`src/rtl/reservation_station.sv`:
```
// Reservation station: holds renamed instructions until both operands are ready, then issues one per cycle.
// Optional macro RS_AGE_SELECT_EN: oldest-ready selection via per-entry saturating age counters.

package rs_pkg;
    typedef enum logic [4:0] {
        INSTR_NOP, INSTR_LUI, INSTR_AUIPC, INSTR_JAL, INSTR_JALR, INSTR_BEQ, INSTR_BNE,
        INSTR_BLT, INSTR_BGE, INSTR_LW, INSTR_SW, INSTR_ADD, INSTR_SUB, INSTR_AND,
        INSTR_OR, INSTR_XOR, INSTR_SLL, INSTR_SRL, INSTR_SRA, INSTR_SLT, INSTR_ADDI
    } instr_name_e;
endpackage

module reservation_station
    import rs_pkg::*;
#(
    parameter int XLEN  = 32,
    parameter int DEPTH = 4
) (
    input  logic                       clk,
    input  logic                       reset_n,
    input  logic                       flush,
    input  logic                       in_valid,
    output logic                       in_ready,
    input  logic [XLEN-1:0]            in_address,
    input  logic [XLEN-1:0]            in_immediate,
    input  instr_name_e                in_instr_name,
    input  logic [5:0]                 in_src_1,
    input  logic [5:0]                 in_src_2,
    input  logic [XLEN-1:0]            in_data_1,
    input  logic [XLEN-1:0]            in_data_2,
    input  logic                       in_rdy_1,
    input  logic                       in_rdy_2,
    input  logic [5:0]                 in_rrn,
    input  logic                       cdb_valid,
    input  logic [5:0]                 cdb_rrn,
    input  logic [XLEN-1:0]            cdb_data,
    output logic                       out_valid,
    input  logic                       out_ready,
    output logic [XLEN-1:0]            out_address,
    output logic [XLEN-1:0]            out_immediate,
    output logic [XLEN-1:0]            out_data_1,
    output logic [XLEN-1:0]            out_data_2,
    output instr_name_e                out_instr_name,
    output logic [5:0]                 out_rrn,
    output logic [$clog2(DEPTH):0]     free_count
);
    localparam int IW = $clog2(DEPTH);
    localparam int CW = $clog2(DEPTH) + 1;

    logic [DEPTH-1:0] ent_valid;
    logic [DEPTH-1:0] ent_rdy_1;
    logic [DEPTH-1:0] ent_rdy_2;
    logic [XLEN-1:0]  ent_address   [DEPTH];
    logic [XLEN-1:0]  ent_immediate [DEPTH];
    logic [XLEN-1:0]  ent_data_1    [DEPTH];
    logic [XLEN-1:0]  ent_data_2    [DEPTH];
    logic [5:0]       ent_src_1     [DEPTH];
    logic [5:0]       ent_src_2     [DEPTH];
    logic [5:0]       ent_rrn       [DEPTH];
    instr_name_e      ent_instr_name[DEPTH];

    logic [DEPTH-1:0] ready_vec;
    logic [IW-1:0]    sel_idx;
    logic [IW-1:0]    ins_idx;
    logic             sel_found;
    logic [CW-1:0]    free_cnt;
    logic             do_issue;
    logic             do_insert;
    logic             cdb_live;
    logic [XLEN:0]    ins_op_1;
    logic [XLEN:0]    ins_op_2;

    // Operand at insert: x0 reads as zero, a same-cycle CDB broadcast beats the regfile value.
    function automatic logic [XLEN:0] insert_operand(input logic [5:0] src, input logic [XLEN-1:0] data,
                                                     input logic rdy, input logic bcast,
                                                     input logic [5:0] btag, input logic [XLEN-1:0] bdata);
        logic [XLEN:0] result;
        if (src == 6'd0)
            result = {1'b1, {XLEN{1'b0}}};
        else if (bcast && btag == src)
            result = {1'b1, bdata};
        else
            result = {rdy, data};
        return result;
    endfunction

    assign cdb_live  = cdb_valid && (cdb_rrn != 6'd0);
    assign ins_op_1  = insert_operand(in_src_1, in_data_1, in_rdy_1, cdb_valid, cdb_rrn, cdb_data);
    assign ins_op_2  = insert_operand(in_src_2, in_data_2, in_rdy_2, cdb_valid, cdb_rrn, cdb_data);
    assign ready_vec = ent_valid & ent_rdy_1 & ent_rdy_2;
    assign free_count = free_cnt;
    assign in_ready   = (free_cnt != '0);
    assign do_insert  = in_valid && in_ready && !flush;
    assign do_issue   = sel_found && (!out_valid || out_ready) && !flush;

    always_comb begin
        free_cnt = '0;
        ins_idx  = '0;
        for (int i = DEPTH - 1; i >= 0; i--) begin
            free_cnt = free_cnt + CW'(!ent_valid[i]);
            if (!ent_valid[i])
                ins_idx = IW'(i);
        end
    end

`ifdef RS_AGE_SELECT_EN
    logic [IW-1:0] ent_age [DEPTH];
    logic [IW-1:0] best_age;

    // Strict greater-than keeps ties on the lowest index.
    always_comb begin
        sel_found = 1'b0;
        sel_idx   = '0;
        best_age  = '0;
        for (int i = 0; i < DEPTH; i++) begin
            if (ready_vec[i] && (!sel_found || ent_age[i] > best_age)) begin
                sel_found = 1'b1;
                sel_idx   = IW'(i);
                best_age  = ent_age[i];
            end
        end
    end

    always_ff @(posedge clk or negedge reset_n) begin
        if (!reset_n) begin
            for (int i = 0; i < DEPTH; i++)
                ent_age[i] <= '0;
        end else if (do_insert) begin
            for (int i = 0; i < DEPTH; i++) begin
                if (IW'(i) == ins_idx)
                    ent_age[i] <= '0;
                else if (ent_valid[i] && ent_age[i] != '1)
                    ent_age[i] <= ent_age[i] + 1'b1;
            end
        end
    end
`else
    always_comb begin
        sel_found = 1'b0;
        sel_idx   = '0;
        for (int i = DEPTH - 1; i >= 0; i--) begin
            if (ready_vec[i]) begin
                sel_found = 1'b1;
                sel_idx   = IW'(i);
            end
        end
    end
`endif

    always_ff @(posedge clk or negedge reset_n) begin
        if (!reset_n) begin
            ent_valid <= '0;
            ent_rdy_1 <= '0;
            ent_rdy_2 <= '0;
            for (int i = 0; i < DEPTH; i++) begin
                ent_address[i]    <= '0;
                ent_immediate[i]  <= '0;
                ent_data_1[i]     <= '0;
                ent_data_2[i]     <= '0;
                ent_src_1[i]      <= '0;
                ent_src_2[i]      <= '0;
                ent_rrn[i]        <= '0;
                ent_instr_name[i] <= INSTR_NOP;
            end
        end else if (flush) begin
            ent_valid <= '0;
        end else begin
            for (int i = 0; i < DEPTH; i++) begin
                if (ent_valid[i] && cdb_live) begin
                    if (!ent_rdy_1[i] && ent_src_1[i] == cdb_rrn) begin
                        ent_rdy_1[i]  <= 1'b1;
                        ent_data_1[i] <= cdb_data;
                    end
                    if (!ent_rdy_2[i] && ent_src_2[i] == cdb_rrn) begin
                        ent_rdy_2[i]  <= 1'b1;
                        ent_data_2[i] <= cdb_data;
                    end
                end
            end
            if (do_issue)
                ent_valid[sel_idx] <= 1'b0;
            // The insert slot was free in the registered state, so it never collides with the issue slot.
            if (do_insert) begin
                ent_valid[ins_idx]      <= 1'b1;
                ent_address[ins_idx]    <= in_address;
                ent_immediate[ins_idx]  <= in_immediate;
                ent_instr_name[ins_idx] <= in_instr_name;
                ent_src_1[ins_idx]      <= in_src_1;
                ent_src_2[ins_idx]      <= in_src_2;
                ent_rdy_1[ins_idx]      <= ins_op_1[XLEN];
                ent_rdy_2[ins_idx]      <= ins_op_2[XLEN];
                ent_data_1[ins_idx]     <= ins_op_1[XLEN-1:0];
                ent_data_2[ins_idx]     <= ins_op_2[XLEN-1:0];
                ent_rrn[ins_idx]        <= in_rrn;
            end
        end
    end

    always_ff @(posedge clk or negedge reset_n) begin
        if (!reset_n) begin
            out_valid      <= 1'b0;
            out_address    <= '0;
            out_immediate  <= '0;
            out_data_1     <= '0;
            out_data_2     <= '0;
            out_instr_name <= INSTR_NOP;
            out_rrn        <= '0;
        end else if (flush) begin
            out_valid <= 1'b0;
        end else if (do_issue) begin
            out_valid      <= 1'b1;
            out_address    <= ent_address[sel_idx];
            out_immediate  <= ent_immediate[sel_idx];
            out_data_1     <= ent_data_1[sel_idx];
            out_data_2     <= ent_data_2[sel_idx];
            out_instr_name <= ent_instr_name[sel_idx];
            out_rrn        <= ent_rrn[sel_idx];
        end else if (out_ready) begin
            out_valid <= 1'b0;
        end
    end

`ifndef SYNTHESIS
    insert_while_full: assert property (@(posedge clk) disable iff (!reset_n) in_valid |-> in_ready);
`endif

endmodule

```
`config.mk`:
```
export PLATFORM = sky130hd
export DESIGN_NAME = reservation_station
export DESIGN_NICKNAME = d
export VERILOG_FILES = /design/src/rtl/reservation_station.sv
export SDC_FILE = /design/constraint.sdc
export NUM_CORES = 2
export LEC_CHECK = 0
export ABC_CLOCK_PERIOD_IN_PS = 3000
export CORE_MARGIN = 2
export CORE_UTILIZATION = 45
export CTS_CLUSTER_SIZE = 16
export DETAILED_ROUTE_END_ITERATION = 10
export PLACE_DENSITY = 0.7
export REMOVE_ABC_BUFFERS = 1
export SKIP_CTS_REPAIR_TIMING = 1
export SLEW_MARGIN = 0
export SYNTH_ARGS = -nofsm -noshare
export SYNTH_HDL_FRONTEND = slang
export SYNTH_SLANG_ARGS = --single-unit
```
`constraint.sdc`:
```
create_clock -name clk -period 3 [get_ports clk]
set_input_delay 0.45 -clock clk [delete_from_list [all_inputs] [get_ports clk]]
set_output_delay 0.45 -clock clk [all_outputs]
set_load 0.03 [all_outputs]
```
Word level (Yosys, flattened, before mapping) --
Index checks and enable logic that the tools add are counted.
Storage, ports and cells: register bits after elaboration 756, bits in latches 0, memory bits (writable) 0, ROM bits 0, bits of input ports 197, output and inout bits 144, memories 0
Cells by class: add/sub/neg operators 3, $mul 0, divide/modulo/power cells 0, magnitude comparators 7, equality and inequality tests 10, shift operators 0, mux-type cells 113, bitwise gates (word level) 8, reduce and logical (&&, ||, !) cells 44
Operators with widths (count):
- 32-bit two-way mux | 33
- 128-bit bitwise mux | 4
- 32-bit binary-select mux with 2-bit select | 4
- 128-bit two-way mux | 2
- 33-bit two-way mux | 4
- 24-bit bitwise mux | 3
- 32-bit demux with 2-bit select | 1
- 6-bit equality test | 10
- 1-bit two-way mux | 33
- 4-bit two-way mux | 6
- 1-bit logical AND | 22
- 20-bit bitwise mux | 1
- 6-bit two-way mux | 3
- 2-bit two-way mux | 8
- 5-bit two-way mux | 3
- 1-bit logical NOT | 14
- 4-bit bitwise AND | 3
- 6-bit binary-select mux with 2-bit select | 1
- 6-bit demux with 2-bit select | 1
- 6-bit logical NOT | 2
- 5-bit binary-select mux with 2-bit select | 1
- 5-bit demux with 2-bit select | 1
- 4-bit bitwise mux | 2
- 3-bit greater-or-equal comparator, second input constant | 2
- 15 further kinds | 21

Depth between registers and ports, before layout --
word-level depth 17, mapped depth 12

Worst setup path before layout --
Ideal clock, no wire load.
path type flip-flop to flip-flop, from register ent_valid[0], to register ent_data_1[102] in the netlist's numbering, library setup time 0.120 ns, data arrival time 3.216 ns, data required time 2.880 ns, setup slack -0.336 ns, stages on the path, launching flop included 11, period minus slack after synthesis 3.336 ns, path through dfrtp_1 inv_1 fa_1 ha_1 ha_1 nor3_2 a211oi_1 nor4b_1 clkbuf_1 a21oi_1 o211a_1
RTL lines:
- start, declared | RTL line 49 | logic [DEPTH-1:0] ent_valid;
- start signal, assigned | RTL line 151 | ent_valid <= '0;
- start signal, assigned | RTL line 165 | ent_valid <= '0;
- start signal, assigned by index | RTL line 180 | ent_valid[sel_idx] <= 1'b0;
- 1-bit logical NOT
- 3-bit by 1-bit adder with 3-bit output | RTL line 99 | free_cnt = free_cnt + CW'(!ent_valid[i]);
- net free_count[1] | RTL line 44 | output logic [$clog2(DEPTH):0] free_count
- 3-bit nonzero test | RTL line 91 | assign in_ready = (free_cnt != '0);
- 1-bit logical AND (2 in series) | RTL line 92 | assign do_insert = in_valid && in_ready && !flush;
- 128-bit two-way mux | RTL line 182 | if (do_insert) begin
- end signal, assigned by index | RTL line 171 | ent_data_1[i] <= cdb_data;
- end signal, assigned by index | RTL line 191 | ent_data_1[ins_idx] <= ins_op_1[XLEN-1:0];
- end, declared | RTL line 54 | logic [XLEN-1:0] ent_data_1 [DEPTH];
The timed path passes the listed nets, and every way through them passes these cells. The select of a mux whose other input is x is not followed. A chain may end at the register's enable or synchronous reset.

Final worst setup path --
from register ent_valid[0], to output in_ready
Between the ends: cells in the longest elaborated chain, start to end 3
Ends and longest elaborated chain:
- 1-bit logical NOT
- 3-bit by 1-bit adder with 3-bit output | RTL line 99
- 3-bit nonzero test | RTL line 91
- end, declared | RTL line 22 | output logic in_ready,
Every way passes these cells.

==> impl_metrics.env <==
export IMPL_outcome="finished with violations"
export IMPL_violations="negative setup slack"
export IMPL_portBuffers=340
export IMPL_switching_power_mw=10.9
export IMPL_clkLatencyLatePin_ns=0.64
export IMPL_track_usage=0.316
export IMPL_p_int_mw=22.6
export IMPL_tritoncts="done"
export IMPL_die_y_um=284
export IMPL_wirelength_mm=133
export IMPL_dp_final_hpwl_mm=81.7
export IMPL_slew_headroom=0.294
export IMPL_cp_arrival_ns=2.61
export IMPL_worst_pin_slew_ns=1.06
export IMPL_die_x_um=284
export IMPL_grt_max_degree=85
export IMPL_synth_edf_count=0
export IMPL_ys_ff_latch=756
export IMPL_final_hold_viol_count=0
export IMPL_ctsHtreeMaxLevel=3
export IMPL_yosys_area_top_type_share=0.535
export IMPL_p_leak_nw=20.5
export IMPL_ys_seq_area_frac=0.535
export IMPL_num_vias=34055
export IMPL_clock_skew_ns=0.0253
export IMPL_syn_to_final_growth_pct=29.3
export IMPL_design_core_area_um2=77600
export IMPL_power_mw=33.5
export IMPL_avgViaCountPerCell=6.34
export IMPL_async_flop_share=1.00
export IMPL_nets=4465
export IMPL_grt_pass1_wl_mm=200
export IMPL_yosysTopAreaCell="dfrtp_1"
export IMPL_post_drt_wl_per_cell_um=24.8
export IMPL_fillCellCount=6626
export IMPL_start_kind="flop"
export IMPL_synth_warnings=0
export IMPL_fin_crit_ns=3.06
export IMPL_cts_buffer_depth=3
export IMPL_rsz0062_at_grt="yes"
export IMPL_cts_buffers=83
export IMPL_pwr_share_seq=0.425
export IMPL_root_buffer="clkbuf_16"
export IMPL_path_max_fanout=3
export IMPL_setup_viol=2
export IMPL_switching_share=0.326
export IMPL_setup_slack_ns=-0.0612
export IMPL_post_synth_cell_area_avg_um2=9.14
export IMPL_cts_num_sinks=756
export IMPL_fmax_ghz=0.327
export IMPL_vdd_drop_max_mv=0.616
export IMPL_ant_nets=0
export IMPL_finalCritPeriodShare=1.02
export IMPL_cp_end_kind="primary output"
export IMPL_die_area_um2=80800
export IMPL_maxCapViolations=0
export IMPL_num_rows=102
export IMPL_maxSlewViolCount=0
export IMPL_drcViolationCount=0
export IMPL_antenna_found_initial=12
export IMPL_worstPathRequired_ns=2.55
export IMPL_start_util=0.456
export IMPL_drt_pass1_iter_count=11
export IMPL_drive_gt1_frac=0.147
export IMPL_clkSlewWorstSetupHoldPaths_ns=0.06
export IMPL_io_pins=341
export IMPL_comb_power_share=0.260
export IMPL_numPlacedInstances=5183
export IMPL_ff2ff_setup_slack_ns=0
export IMPL_ys_flop_type="dfrtp_1"
export IMPL_grt_pass1_vias=33436
export IMPL_hp_class="input port to async pin"
export IMPL_gp_congestion=0.910
export IMPL_syn_inst=3866
export IMPL_crit_type="flop to primary output"
export IMPL_yosysUniqueCellTypes=62
export IMPL_drt_iter0_markers=4868
export IMPL_clock_power_share=0.315
export IMPL_overflow=0
export IMPL_yosys_top_cells_area="dfrtp_1 54%, nand2_1 14%, a31oi_1 3.9%"
export IMPL_power_density_nw_per_um2=733
export IMPL_fin_cells=5372
export IMPL_syn_area_um2=35400
[worst max-delay path, stage by stage, from the launching register on]
cell	delay, ns
dfrtp_1	0.40
inv_2	0.08
fa_1	0.43
ha_2	0.21
ha_4	0.17
nor3_2	0.25
buf_4	0.19
inv_1	0.07
clkbuf_2	0.18
[cells in the mapped netlist (19+ instances only)]
library cell	count
o211a_1	19
o21ai_0	42
a2111oi_0	22
or2_2	32
o2111a_1	63
o21ai_1	30
clkbuf_1	299
dfrtp_1	756
nand3_1	96
and3_1	25
nor4_1	71
buf_1	21
xor2_1	42
o221a_2	91
a222oi_1	137
a31oi_1	222
nand2_1	1353
a21boi_1	31
o32ai_1	60
nor2_1	211
a21oi_1	49
a211oi_1	58
[final cells by class]
class | count | area (um2) | area share
Antenna cell | 6 | 15.0 | 0.000328
Clock buffer | 119 | 2420 | 0.0530
Clock inverter | 29 | 363 | 0.00794
Inverter | 10 | 37.5 | 0.000821
Multi-Input combinational cell | 2761 | 15500 | 0.340
Sequential cell | 756 | 18900 | 0.414
Tap cell | 1040 | 1300 | 0.0285
Timing Repair Buffer | 651 | 7120 | 0.156
[routing by layer]
layer	vias up	wire length (um)	global-route usage
met5	-	58	0
met4	12	6430	0.138
met3	525	15900	0.0783
met2	2341	59900	0.497
met1	16491	50900	0.416
li1	14686	-	-
[sequential cells by signal, indices dropped and copies added, names as in the netlist]
name / flops
ent_rdy_1: 4
ent_instr_name: 20
ent_valid: 4
out_valid: 1
ent_data_1: 128
ent_rrn: 24
out_immediate: 32
ent_rdy_2: 4
ent_src_2: 24
out_address: 32
out_instr_name: 5
out_data_2: 32
out_data_1: 32
ent_address: 128
ent_src_1: 24
ent_data_2: 128
out_rrn: 6
ent_immediate: 128
[power groups by stage]
stage | registers (mW) | clock network (mW) | logic [mW]
final | 14.2 | 10.6 | 8.70
after global routing | 14.5 | 11.1 | 9.33
after CTS | 14.2 | 10.7 | 8.62
after detailed placement | 14.3 | 0 | 8.58
after global placement | 14.3 | 0 | 8.41
after floorplan | 15.7 | 0 | 3.00
[layout by cell type (no fill, tap or decap), types with 7 or more instances in the layout]
cell | netlist | layout
buf_4 | 1 | 194
a222oi_1 | 137 | 137
xor2_1 | 42 | 36
clkbuf_8 | 0 | 19
a21boi_1 | 31 | 31
a211oi_1 | 58 | 49
o21ai_1 | 30 | 29
o211a_1 | 19 | 19
bufinv_16 | 0 | 7
a21oi_1 | 49 | 44
xnor2_1 | 18 | 18
clkinv_2 | 0 | 15
a211oi_2 | 2 | 9
buf_6 | 2 | 12
buf_12 | 0 | 96
dfrtp_1 | 756 | 756
o21ai_0 | 42 | 42
nor3_1 | 15 | 15
clkbuf_1 | 299 | 16
inv_1 | 10 | 9
clkdlybuf4s50_1 | 0 | 334
nand3_1 | 96 | 95
and3_1 | 25 | 25
o221a_2 | 91 | 91
or2_2 | 32 | 32
nor4_1 | 71 | 70
clkbuf_16 | 0 | 91
o2111a_1 | 63 | 63
a2111oi_2 | 1 | 10
a31oi_1 | 222 | 222
nand2_1 | 1353 | 1353
o32ai_1 | 60 | 55
nor2_1 | 211 | 202
[cell families (layout without fill, tap and decap cells)]
logic type,after synthesis,after routing,share of synthesized area
AO/OA/AOI/OAI,850,850,0.196
XOR/XNOR,60,60,0.0149
adder cells (fa/ha/maj),5,5,0.00198
flip-flops,756,756,0.535
other,0,6,0
buffers and inverters,349,809,0.0382
AND/OR/NAND/NOR,1846,1846,0.214
[path summary, 6_finish.rpt]
path	start	endpoint	cells after the start
setup / recovery	ent_valid[0]	in_ready	8
hold / removal	reset_n	ent_immediate[83]	2
setup reg to reg	ent_valid[0]	ent_data_2[8]	13
hold reg to reg	ent_address[110]	ent_address[110]	2
max in group asynchronous	reset_n	ent_data_1[33]	3
min in group clk	flush	ent_valid[3]	4
[stage by stage]
step | setup TNS (ns) | instance area (um2) | hold WS, ns | setup WS [ns] | util
after detailed placement | -0.949 | 42200 | 0.449 | -0.120 | 0.544
after CTS | -2.61 | 45000 | -0.222 | -0.681 | 0.580
after floorplan | -5756.17 | 34000 | 0.154 | -13.29 | -
after global placement | -0.0582 | 42200 | 0.451 | -0.0276 | 0.544
after global routing | -1.87 | 45700 | 0.411 | -0.149 | 0.589
final | -0.0648 | 45700 | 0.396 | -0.0612 | 0.589
No activity file was read; power rests on OpenSTA's default activity.
